**src/rtl/y_multicycle_ctrl.sv**
```systemverilog
// Multicycle RV32I-subset control unit: FETCH/DECODE/EXEC/MEM/WB sequencer with memory wait timeout.
// Optional performance counters are enabled by defining Y_MULTICYCLE_CTRL_PERF_EN.
module y_multicycle_ctrl #(
  parameter int MEM_WAIT_MAX = 15
) (
  input  logic        clk,
  input  logic        rst_n,
  input  logic        start,
  input  logic [31:0] ins,
  input  logic        zero,
  input  logic        mem_ready,
  output logic        pc_we,
  output logic [1:0]  pc_sel,
  output logic        ir_we,
  output logic        RegWrite,
  output logic        ALUSrc,
  output logic        MemRead,
  output logic        MemWrite,
  output logic [2:0]  op,
  output logic [1:0]  wb_sel,
  output logic        busy,
  output logic        halted,
  output logic        fault,
  output logic [31:0] cyc_cnt,
  output logic [31:0] ret_cnt
);

  typedef enum logic [2:0] {
    IDLE, FETCH, DECODE, EXEC, MEM, WB, HALT, FAULT
  } state_e;

  typedef enum logic [2:0] {
    C_R, C_I, C_LW, C_SW, C_BEQ, C_JAL, C_BAD
  } cls_e;

  localparam logic [6:0]  OPC_R    = 7'b0110011;
  localparam logic [6:0]  OPC_I    = 7'b0010011;
  localparam logic [6:0]  OPC_LW   = 7'b0000011;
  localparam logic [6:0]  OPC_SW   = 7'b0100011;
  localparam logic [6:0]  OPC_BEQ  = 7'b1100011;
  localparam logic [6:0]  OPC_JAL  = 7'b1101111;
  localparam logic [31:0] INS_HALT = 32'h0000_0073;

  localparam logic [2:0] OP_AND = 3'b000;
  localparam logic [2:0] OP_OR  = 3'b001;
  localparam logic [2:0] OP_ADD = 3'b010;
  localparam logic [2:0] OP_SUB = 3'b110;
  localparam logic [2:0] OP_SLT = 3'b111;

  localparam logic [1:0] PC_PLUS4  = 2'b00;
  localparam logic [1:0] PC_BRANCH = 2'b01;
  localparam logic [1:0] PC_JUMP   = 2'b10;
  localparam logic [1:0] WB_ALU    = 2'b00;
  localparam logic [1:0] WB_MEM    = 2'b01;
  localparam logic [1:0] WB_PC4    = 2'b10;

  // Wait counter value on the last permitted cycle of a FETCH/MEM access.
  localparam logic [7:0] WAIT_LAST = 8'(MEM_WAIT_MAX - 1);

  state_e     state_q, state_d;
  cls_e       cls_q, cls_d, dec_cls;
  logic [2:0] op_q, op_d, dec_op;
  logic [7:0] wait_q, wait_d;
  logic       wait_last;
  logic       src_imm;

  // Instruction classifier; only consumed while in DECODE.
  always_comb begin
    dec_cls = C_BAD;
    dec_op  = OP_ADD;
    case (ins[6:0])
      OPC_R: begin
        if (ins[31:25] == 7'b0000000) begin
          dec_cls = C_R;
          case (ins[14:12])
            3'b000:  dec_op = OP_ADD;
            3'b111:  dec_op = OP_AND;
            3'b110:  dec_op = OP_OR;
            3'b010:  dec_op = OP_SLT;
            default: dec_cls = C_BAD;
          endcase
        end else if (ins[31:25] == 7'b0100000 && ins[14:12] == 3'b000) begin
          dec_cls = C_R;
          dec_op  = OP_SUB;
        end
      end
      OPC_I: begin
        dec_cls = C_I;
        case (ins[14:12])
          3'b000:  dec_op = OP_ADD;
          3'b111:  dec_op = OP_AND;
          3'b110:  dec_op = OP_OR;
          3'b010:  dec_op = OP_SLT;
          default: dec_cls = C_BAD;
        endcase
      end
      OPC_LW:  if (ins[14:12] == 3'b010) dec_cls = C_LW;
      OPC_SW:  if (ins[14:12] == 3'b010) dec_cls = C_SW;
      OPC_BEQ: begin
        if (ins[14:12] == 3'b000) begin
          dec_cls = C_BEQ;
          dec_op  = OP_SUB;
        end
      end
      OPC_JAL: dec_cls = C_JAL;
      default: dec_cls = C_BAD;
    endcase
  end

  assign src_imm   = (cls_q == C_I) || (cls_q == C_LW) || (cls_q == C_SW);
  assign wait_last = (wait_q == WAIT_LAST);

  // NOTE: every signal written here gets a default first, so no path can infer a latch.
  always_comb begin
    state_d  = state_q;
    cls_d    = cls_q;
    op_d     = op_q;
    pc_we    = 1'b0;
    pc_sel   = PC_PLUS4;
    ir_we    = 1'b0;
    RegWrite = 1'b0;
    ALUSrc   = 1'b0;
    MemRead  = 1'b0;
    MemWrite = 1'b0;
    op       = OP_AND;
    wb_sel   = WB_ALU;
    busy     = 1'b0;
    halted   = 1'b0;
    fault    = 1'b0;

    case (state_q)
      IDLE: if (start) state_d = FETCH;
      FETCH: begin
        busy    = 1'b1;
        MemRead = 1'b1;
        if (mem_ready) begin
          ir_we   = 1'b1;
          state_d = DECODE;
        end else if (wait_last) begin
          state_d = FAULT;
        end
      end
      DECODE: begin
        busy  = 1'b1;
        cls_d = dec_cls;
        op_d  = dec_op;
        if (ins == INS_HALT)     state_d = HALT;
        else if (dec_cls == C_BAD) state_d = FAULT;
        else                     state_d = EXEC;
      end
      EXEC: begin
        busy   = 1'b1;
        ALUSrc = src_imm;
        op     = op_q;
        case (cls_q)
          C_R, C_I:   state_d = WB;
          C_LW, C_SW: state_d = MEM;
          C_BEQ: begin
            pc_we   = 1'b1;
            pc_sel  = zero ? PC_BRANCH : PC_PLUS4;
            state_d = FETCH;
          end
          C_JAL: begin
            RegWrite = 1'b1;
            wb_sel   = WB_PC4;
            pc_we    = 1'b1;
            pc_sel   = PC_JUMP;
            state_d  = FETCH;
          end
          default: state_d = FAULT;
        endcase
      end
      MEM: begin
        busy     = 1'b1;
        ALUSrc   = src_imm;
        op       = op_q;
        MemRead  = (cls_q == C_LW);
        MemWrite = (cls_q != C_LW);
        if (mem_ready) begin
          if (cls_q == C_LW) begin
            state_d = WB;
          end else begin
            pc_we   = 1'b1;
            state_d = FETCH;
          end
        end else if (wait_last) begin
          state_d = FAULT;
        end
      end
      WB: begin
        busy     = 1'b1;
        ALUSrc   = src_imm;
        op       = op_q;
        RegWrite = 1'b1;
        wb_sel   = (cls_q == C_LW) ? WB_MEM : WB_ALU;
        pc_we    = 1'b1;
        state_d  = FETCH;
      end
      HALT:    halted = 1'b1;
      FAULT:   fault  = 1'b1;
      default: state_d = FAULT;
    endcase

    // Counter restarts whenever a FETCH or MEM access begins.
    if (state_d == state_q && (state_q == FETCH || state_q == MEM)) wait_d = wait_q + 8'd1;
    else                                                            wait_d = 8'd0;
  end

  // NOTE: sequential state uses non-blocking assignments so every flop samples pre-edge values.
  // NOTE: the latched decode is reset too, keeping outputs X-free straight out of reset.
  always_ff @(posedge clk or negedge rst_n) begin
    if (!rst_n) begin
      state_q <= IDLE;
      cls_q   <= C_BAD;
      op_q    <= OP_AND;
      wait_q  <= 8'd0;
    end else begin
      state_q <= state_d;
      cls_q   <= cls_d;
      op_q    <= op_d;
      wait_q  <= wait_d;
    end
  end

`ifdef Y_MULTICYCLE_CTRL_PERF_EN
  logic [31:0] cyc_q, ret_q;

  always_ff @(posedge clk or negedge rst_n) begin
    if (!rst_n) begin
      cyc_q <= 32'd0;
      ret_q <= 32'd0;
    end else begin
      if (busy)  cyc_q <= cyc_q + 32'd1;
      if (pc_we) ret_q <= ret_q + 32'd1;
    end
  end

  assign cyc_cnt = cyc_q;
  assign ret_cnt = ret_q;
`else
  assign cyc_cnt = 32'd0;
  assign ret_cnt = 32'd0;
`endif

endmodule

```
**config.mk**
```make
export PLATFORM = sky130hd
export DESIGN_NAME = y_multicycle_ctrl
export DESIGN_NICKNAME = d
export VERILOG_FILES = /design/src/rtl/y_multicycle_ctrl.sv
export SDC_FILE = /design/constraint.sdc
export NUM_CORES = 1
export LEC_CHECK = 0
export BUFFER_PORTS_ARGS = -buffer_cell sky130_fd_sc_hd__buf_2
export CORE_MARGIN = 5
export CORE_UTILIZATION = 39
export CTS_BUF_LIST = sky130_fd_sc_hd__clkbuf_8 sky130_fd_sc_hd__clkbuf_16
export DETAILED_ROUTE_END_ITERATION = 7
export PLACE_DENSITY = 0.77
export SLEW_MARGIN = 10
export SYNTH_ARGS = -nofsm -noshare
export SYNTH_HDL_FRONTEND = slang
export SYNTH_SLANG_ARGS = --single-unit
```
**constraint.sdc**
```tcl
create_clock -name clk -period 1.6 [get_ports clk]
set_input_delay 0.24 -clock clk [delete_from_list [all_inputs] [get_ports clk]]
set_output_delay 0.24 -clock clk [all_outputs]
set_load 0.02 [all_outputs]
```
==> reports/qor.txt, run 1 <==
outcome = complete, but fails checks
failing checks = setup timing
hold_ws = 291 ps
ys flop type = dfrtp_1
largest net degree at the start of global routing = 18
met3 usage = 1.95%
Worst path top cell family by delay = simple AND/OR/NAND/NOR gates
vias in the first global route = 1,605
post-synthesis cell count = 231
compound-gate portion of the synthesized area = 15.3%
antenna violations before repair = 0
Startpoint Class = input port
via count = 1,750
crit path kind = input port to flip-flop
Die Height = 78.5 um
clk_lat worst skew = 250 ps
Tcrit/Tclk final = 111%
met1 usage = 14.8%
Post-Synth Simple-Gate Area = 27.8%
LEAKAGE = 1.24 nW
total gr overflow = 0
PD cells = 1160 nW/um^2
Layout Skew = 1.99 ps
Most Frequent Cell on Critical Path = or4_4
Critical Path RT = 1790 ps
CTS tree = done
XOR/XNOR Fraction of Synth Area = 2.87%
Final min period = 1770 ps
slowest stage cell, crit path = or4_4
CTS max path bufs = 2
Initial Utilization = 39.6%
H-tree Lvls = 1
full die area = 6170 sq um
crit path cell chain = buf_6, or4_4, or4_4, a21bo_4, a2111oi_4, a211o_1
GR peak layer = met2
WL/cell = 12.8 um
Hold Fails Final Rpt = 0
Nets = 354
number of flops mapped to enable cells by yosys = 0
I/O Pins = 117
drt via density = 4.76
Tot GR Track Use = 13.2%
critical path capture point type = flip-flop
IO Port Bufs = 52
initial drt markers = 54
critical path's largest stage delay = 520 ps
Antenna Violating Nets Remaining = 0
synthesized cell area = 1830 sq um
Max-cap violations = 0
Adder-Cell Fraction of Synth Area = 1.37%
DP HPWL = 3.47 mm
library cells used by synthesis = 45
first-pass GRT wire length = 6.76 mm
CTS buffer count = 3
drt drc = 0
clk slew on worst S/H paths = 60 ps
routability congestion estimate = 0.895
met2 Usage GRT = 24.4%
largest family of logic cells by synthesized area = buffers and inverters
HP Class = input port to flip-flop
Clock Tree Root = clkbuf_8
Die W = 78.5 um
Data arrival, critical path = 1960 ps
mux contribution to synthesized area = 0%
Max rail drop VDD = 458 uV
layout cells sized above 1 = 42.0%
Power Total = 2.87 mW
# rows = 25
final setup fails = 17
clk sinks = 17
Mapped Avg Cell Area = 7.93 sq um
CP bufs+invs = 1
CORE AREA = 4630 sq um
fin worst setup slack = -168 ps
Max Freq = 0.566 GHz
CP max FO = 3
unrepaired setup endpoints after global routing = true
Area Overhead vs Synth = 35.8%
antenna diode count = 0
Initial DRT Pass Iterations = 4
ys async rst share = 100%
post-synthesis sequential area ratio = 23.4%
Slew Viols, Final = 0
Post-Route WL = 4.70 mm
Synth Warn # = 0
Yosys reg bits = 17
power breakdown:
group / total (mW) / switching (mW) / internal, mW
clock: 0.312 / 0.142 / 0.170
combinational: 1.90 / 0.950 / 0.947
sequential: 0.665 / 0.152 / 0.514
cells in the mapped netlist (all sizes together), types with 5 or more instances:
cell	number	area, sq um
dfrtp	15	375
nor3	9	45.0
nand2	12	45.0
nor4	6	37.5
buf	65	492
nor2	15	56.3
a21oi	12	60.1
clkbuf	9	33.8
nand2b	8	50.1
nor3b	5	37.5
and2	7	43.8
o21ai	9	45.0
tightest hold or removal path: cells and delay by family:
| kind | cells | cell delay, ps |
|---|---|---|
| compound gates | 1 | 70 |
| buf+inv | 2 | 200 |
cell usage in the layout (no fill, tap or decap), types with 4 or more instances in the layout:
master / Yosys / final
nand2b_4: 0 / 4
dfrtp_1: 15 / 12
nand2_1: 12 / 11
nor4_1: 6 / 5
and2_4: 0 / 6
nor2_1: 15 / 14
o21ai_0: 9 / 8
conb_1: 1 / 64
buf_2: 0 / 36
buf_6: 1 / 21
nor3_1: 9 / 5
nand2b_1: 8 / 4
buf_4: 64 / 32
nand4_1: 4 / 4
xor2_1: 4 / 4
nor3b_1: 5 / 4
a21oi_1: 12 / 11
flip-flops by register name, indices dropped and copies added, names as in the netlist:
| register | count |
|---|---|
| wait_q | 8 |
| cls_q | 3 |
| op_q | 3 |
| state_q | 3 |
final cells by class:
type,count,area [sq um]
Tap cell,54,67.6
Multi-Input combinational cell,201,1270
Sequential cell,17,432
Clock buffer,3,41.3
Fill cell,430,2140
Timing Repair Buffer,90,667
Inverter,2,7.51
Clock inverter,1,3.75
per-stage QoR:
stage	util (%)	cells	setup TNS (ps)	setup WS (ps)	cell area, sq um
global placement	45.1	352	-1720	-412	2090
finish	53.7	368	-1080	-168	2490
CTS	50.2	363	-793	-169	2330
global route	53.7	368	-2010	-198	2490
floorplan	-	294	-961	-272	2090
detailed placement	45.1	352	-1750	-441	2090
metal layers:
layer  up-vias  wire length [um]
met2        73              2600
met4         0                77
li1        845                 -
met1       825              1710
met3         7               312
met5         -                 0
kinds of logic (layout without fill, tap and decap cells):
kind of cell | count (synthesis) | count (layout)
buffers and inverters | 76 | 96
and+or+nand+nor | 90 | 90
adders and majority gates | 2 | 2
xor gates and xnor gates | 6 | 6
DFF | 17 | 17
AOI/OAI and AO/OA | 39 | 39
other | 1 | 64
final timing paths:
| check | endpoint | start | slack (ps) | depth (start not counted) |
|---|---|---|---|---|
| max | op_q[2]$_DFFE_PN0P_ | ins[27] | -170 | 6 |
| min | op_q[0]$_DFFE_PN0P_ | ins[12] | 290 | 3 |
| max reg2reg | wait_q[7]$_DFF_PN0_ | state_q[1]$_DFF_PN0_ | 50 | 4 |
| min reg2reg | op_q[0]$_DFFE_PN0P_ | op_q[0]$_DFFE_PN0P_ | 490 | 2 |
| max in group asynchronous | cls_q[1]$_DFFE_PN1P_ | rst_n | 850 | 2 |
| min in group asynchronous | wait_q[6]$_DFF_PN0_ | rst_n | 430 | 2 |
what timing repair did:
action                                  CTS  global route
resized for setup                        39            33
hold endpoints to repair                 15             0
endpoints found under the setup margin   21            20
setup buffers                             6             5
pin swaps                                 4             6
hold buffers                              1             0
Note: power is estimated with default switching activity, not from simulation.
==> inputs of run 2 (changes only) <==
--- a/config.mk
+++ b/config.mk
@@ -11,7 +11,7 @@
 export CTS_BUF_LIST = sky130_fd_sc_hd__clkbuf_8 sky130_fd_sc_hd__clkbuf_16
 export DETAILED_ROUTE_END_ITERATION = 7
 export PLACE_DENSITY = 0.77
-export SLEW_MARGIN = 10
+export RECOVER_POWER = 25
 export SYNTH_ARGS = -nofsm -noshare
 export SYNTH_HDL_FRONTEND = slang
 export SYNTH_SLANG_ARGS = --single-unit
==> reports/qor.txt, run 2 (synthesis results as in run 1) <==
Reg power frac = 23.1%
LEAKAGE = 1.24 nW
# rows = 25
full die area = 6170 sq um
most frequent cells in the layout = conb_1 (64), buf_2 (35), buf_4 (32), buf_6 (21), nor2_1 (14)
DP HPWL = 3.47 mm
worst-margin pin slew = 890 ps
antenna violations before repair = 0
CP max FO = 3
register area = 432 sq um
CTS buffer count = 3
Final min period = 1770 ps
Clock Tree Root = clkbuf_8
Clock power frac = 10.9%
Sw Share = 43.3%
unrepaired setup endpoints after global routing = true
drt drc = 0
Nets = 354
footprint of the multi-input gates = 1270 sq um
Startpoint Class = input port
max reg flops = 8
Hold Fails Final Rpt = 0
clk_lat worst skew = 250 ps
Max Freq = 0.566 GHz
hold_ws = 291 ps
Critical Path RT = 1790 ps
layout cells sized above 1 = 41.7%
Tot GR Track Use = 13.2%
relative slew slack = 40.7%
outcome = complete, but fails checks
net switching power figure = 1.24 mW
largest net degree at the start of global routing = 18
pre-CTS setup slack = -441 ps
Tcrit/Tclk final = 111%
most common cell after layout, fill and taps aside = conb_1
clk sinks = 17
Layout Skew = 1.99 ps
antenna diode count = 0
CORE AREA = 4630 sq um
critical path capture point type = flip-flop
Slew Viols, Final = 0
P_int = 1.63 mW
CTS tree = done
CTS max path bufs = 2
Die Height = 78.5 um
routability congestion estimate = 0.895
PD cells = 1160 nW/um^2
FILL cells = 431
Antenna Violating Nets Remaining = 0
Initial Utilization = 39.6%
Data arrival, critical path = 1960 ps
clk slew on worst S/H paths = 60 ps
H-tree Lvls = 1
HP Class = input port to flip-flop
vias in the first global route = 1,605
fin worst setup slack = -168 ps
via count = 1,749
Max rail drop VDD = 458 uV
Largest Register = wait_q
IO Port Bufs = 52
Comb power frac = 66.0%
I/O Pins = 117
Max-cap violations = 0
Initial DRT Pass Iterations = 4
failing checks = setup timing
drt via density = 4.75
Area Overhead vs Synth = 35.7%
Core Util, Final = 53.7%
first-pass GRT wire length = 6.76 mm
total gr overflow = 0
final setup fails = 17
Die W = 78.5 um
initial drt markers = 56
crit path kind = input port to flip-flop
Post-Route WL = 4.70 mm
WL/cell = 12.8 um
run 2: cell count changes in the layout (fill, tap and decap cells not counted):
cell	before	now
clkbuf_1	0	1
buf_2	36	35
run 2: what timing repair did:
item,CTS,global route
resized for setup,39,33
setup buffers,6,5
endpoints found under the setup margin,21,20
pin swaps,4,6
endpoints found under the hold margin,15,0
hold buffers,1,0
run 2: power groups by stage:
stage          Sequential [mW]  Clock, mW  Combinational, mW
6_report                 0.665      0.312               1.90
5_1_grt                  0.674      0.338               2.02
4_1_cts                  0.638      0.320               1.55
3_5_place_dp             0.628          0               1.26
3_3_place_gp             0.625          0               1.23
2_1_floorplan            0.551          0              0.980
run 2: cell type report:
type                    count  area share [%]
repair buffers             90            26.8
clock buffers               3            1.66
flip-flops and latches     17            17.4
well taps                  54            2.72
inverters                   2           0.302
multi-input cells         201            51.0
clock inverters             1           0.151
run 2: stage by stage:
stage                     setup TNS (ps)  area, sq um  power (mW)  instances
final                              -1080         2490        2.87        368
after detailed placement           -1750         2090        1.89        352
after global routing               -2010         2490        3.04        368
after floorplan                     -961         2090        1.53        294
after CTS                           -793         2330        2.51        363
after global placement             -1720         2090        1.86        352
run 2: worst paths after layout:
check	startpoint	endpoint	slack [ps]	cells after the start
worst min register to register	op_q[0]$_DFFE_PN0P_	op_q[0]$_DFFE_PN0P_	490	2
worst max-delay path	ins[27]	op_q[2]$_DFFE_PN0P_	-170	6
worst min-delay path	ins[12]	op_q[0]$_DFFE_PN0P_	290	3
min in group asynchronous	rst_n	wait_q[6]$_DFF_PN0_	620	2
max in group asynchronous	rst_n	state_q[2]$_DFF_PN0_	370	2
worst max register to register	state_q[1]$_DFF_PN0_	wait_q[7]$_DFF_PN0_	50	4
run 2: critical path: stages:
cell and delay [ps]:
buf_6 90, or4_4 520, or4_4 450, a21bo_4 240
a2111oi_4 280, a211o_1 140
run 2: metal layers:
metal | GRT usage, % | vias to the layer above | part of all wire [%]
met1 | 14.8 | 824 | 36
met3 | 1.95 | 7 | 6.6
met4 | 5.94 | 0 | 1.6
li1 | - | 845 | -
met5 | 0 | - | 0
met2 | 24.4 | 73 | 55
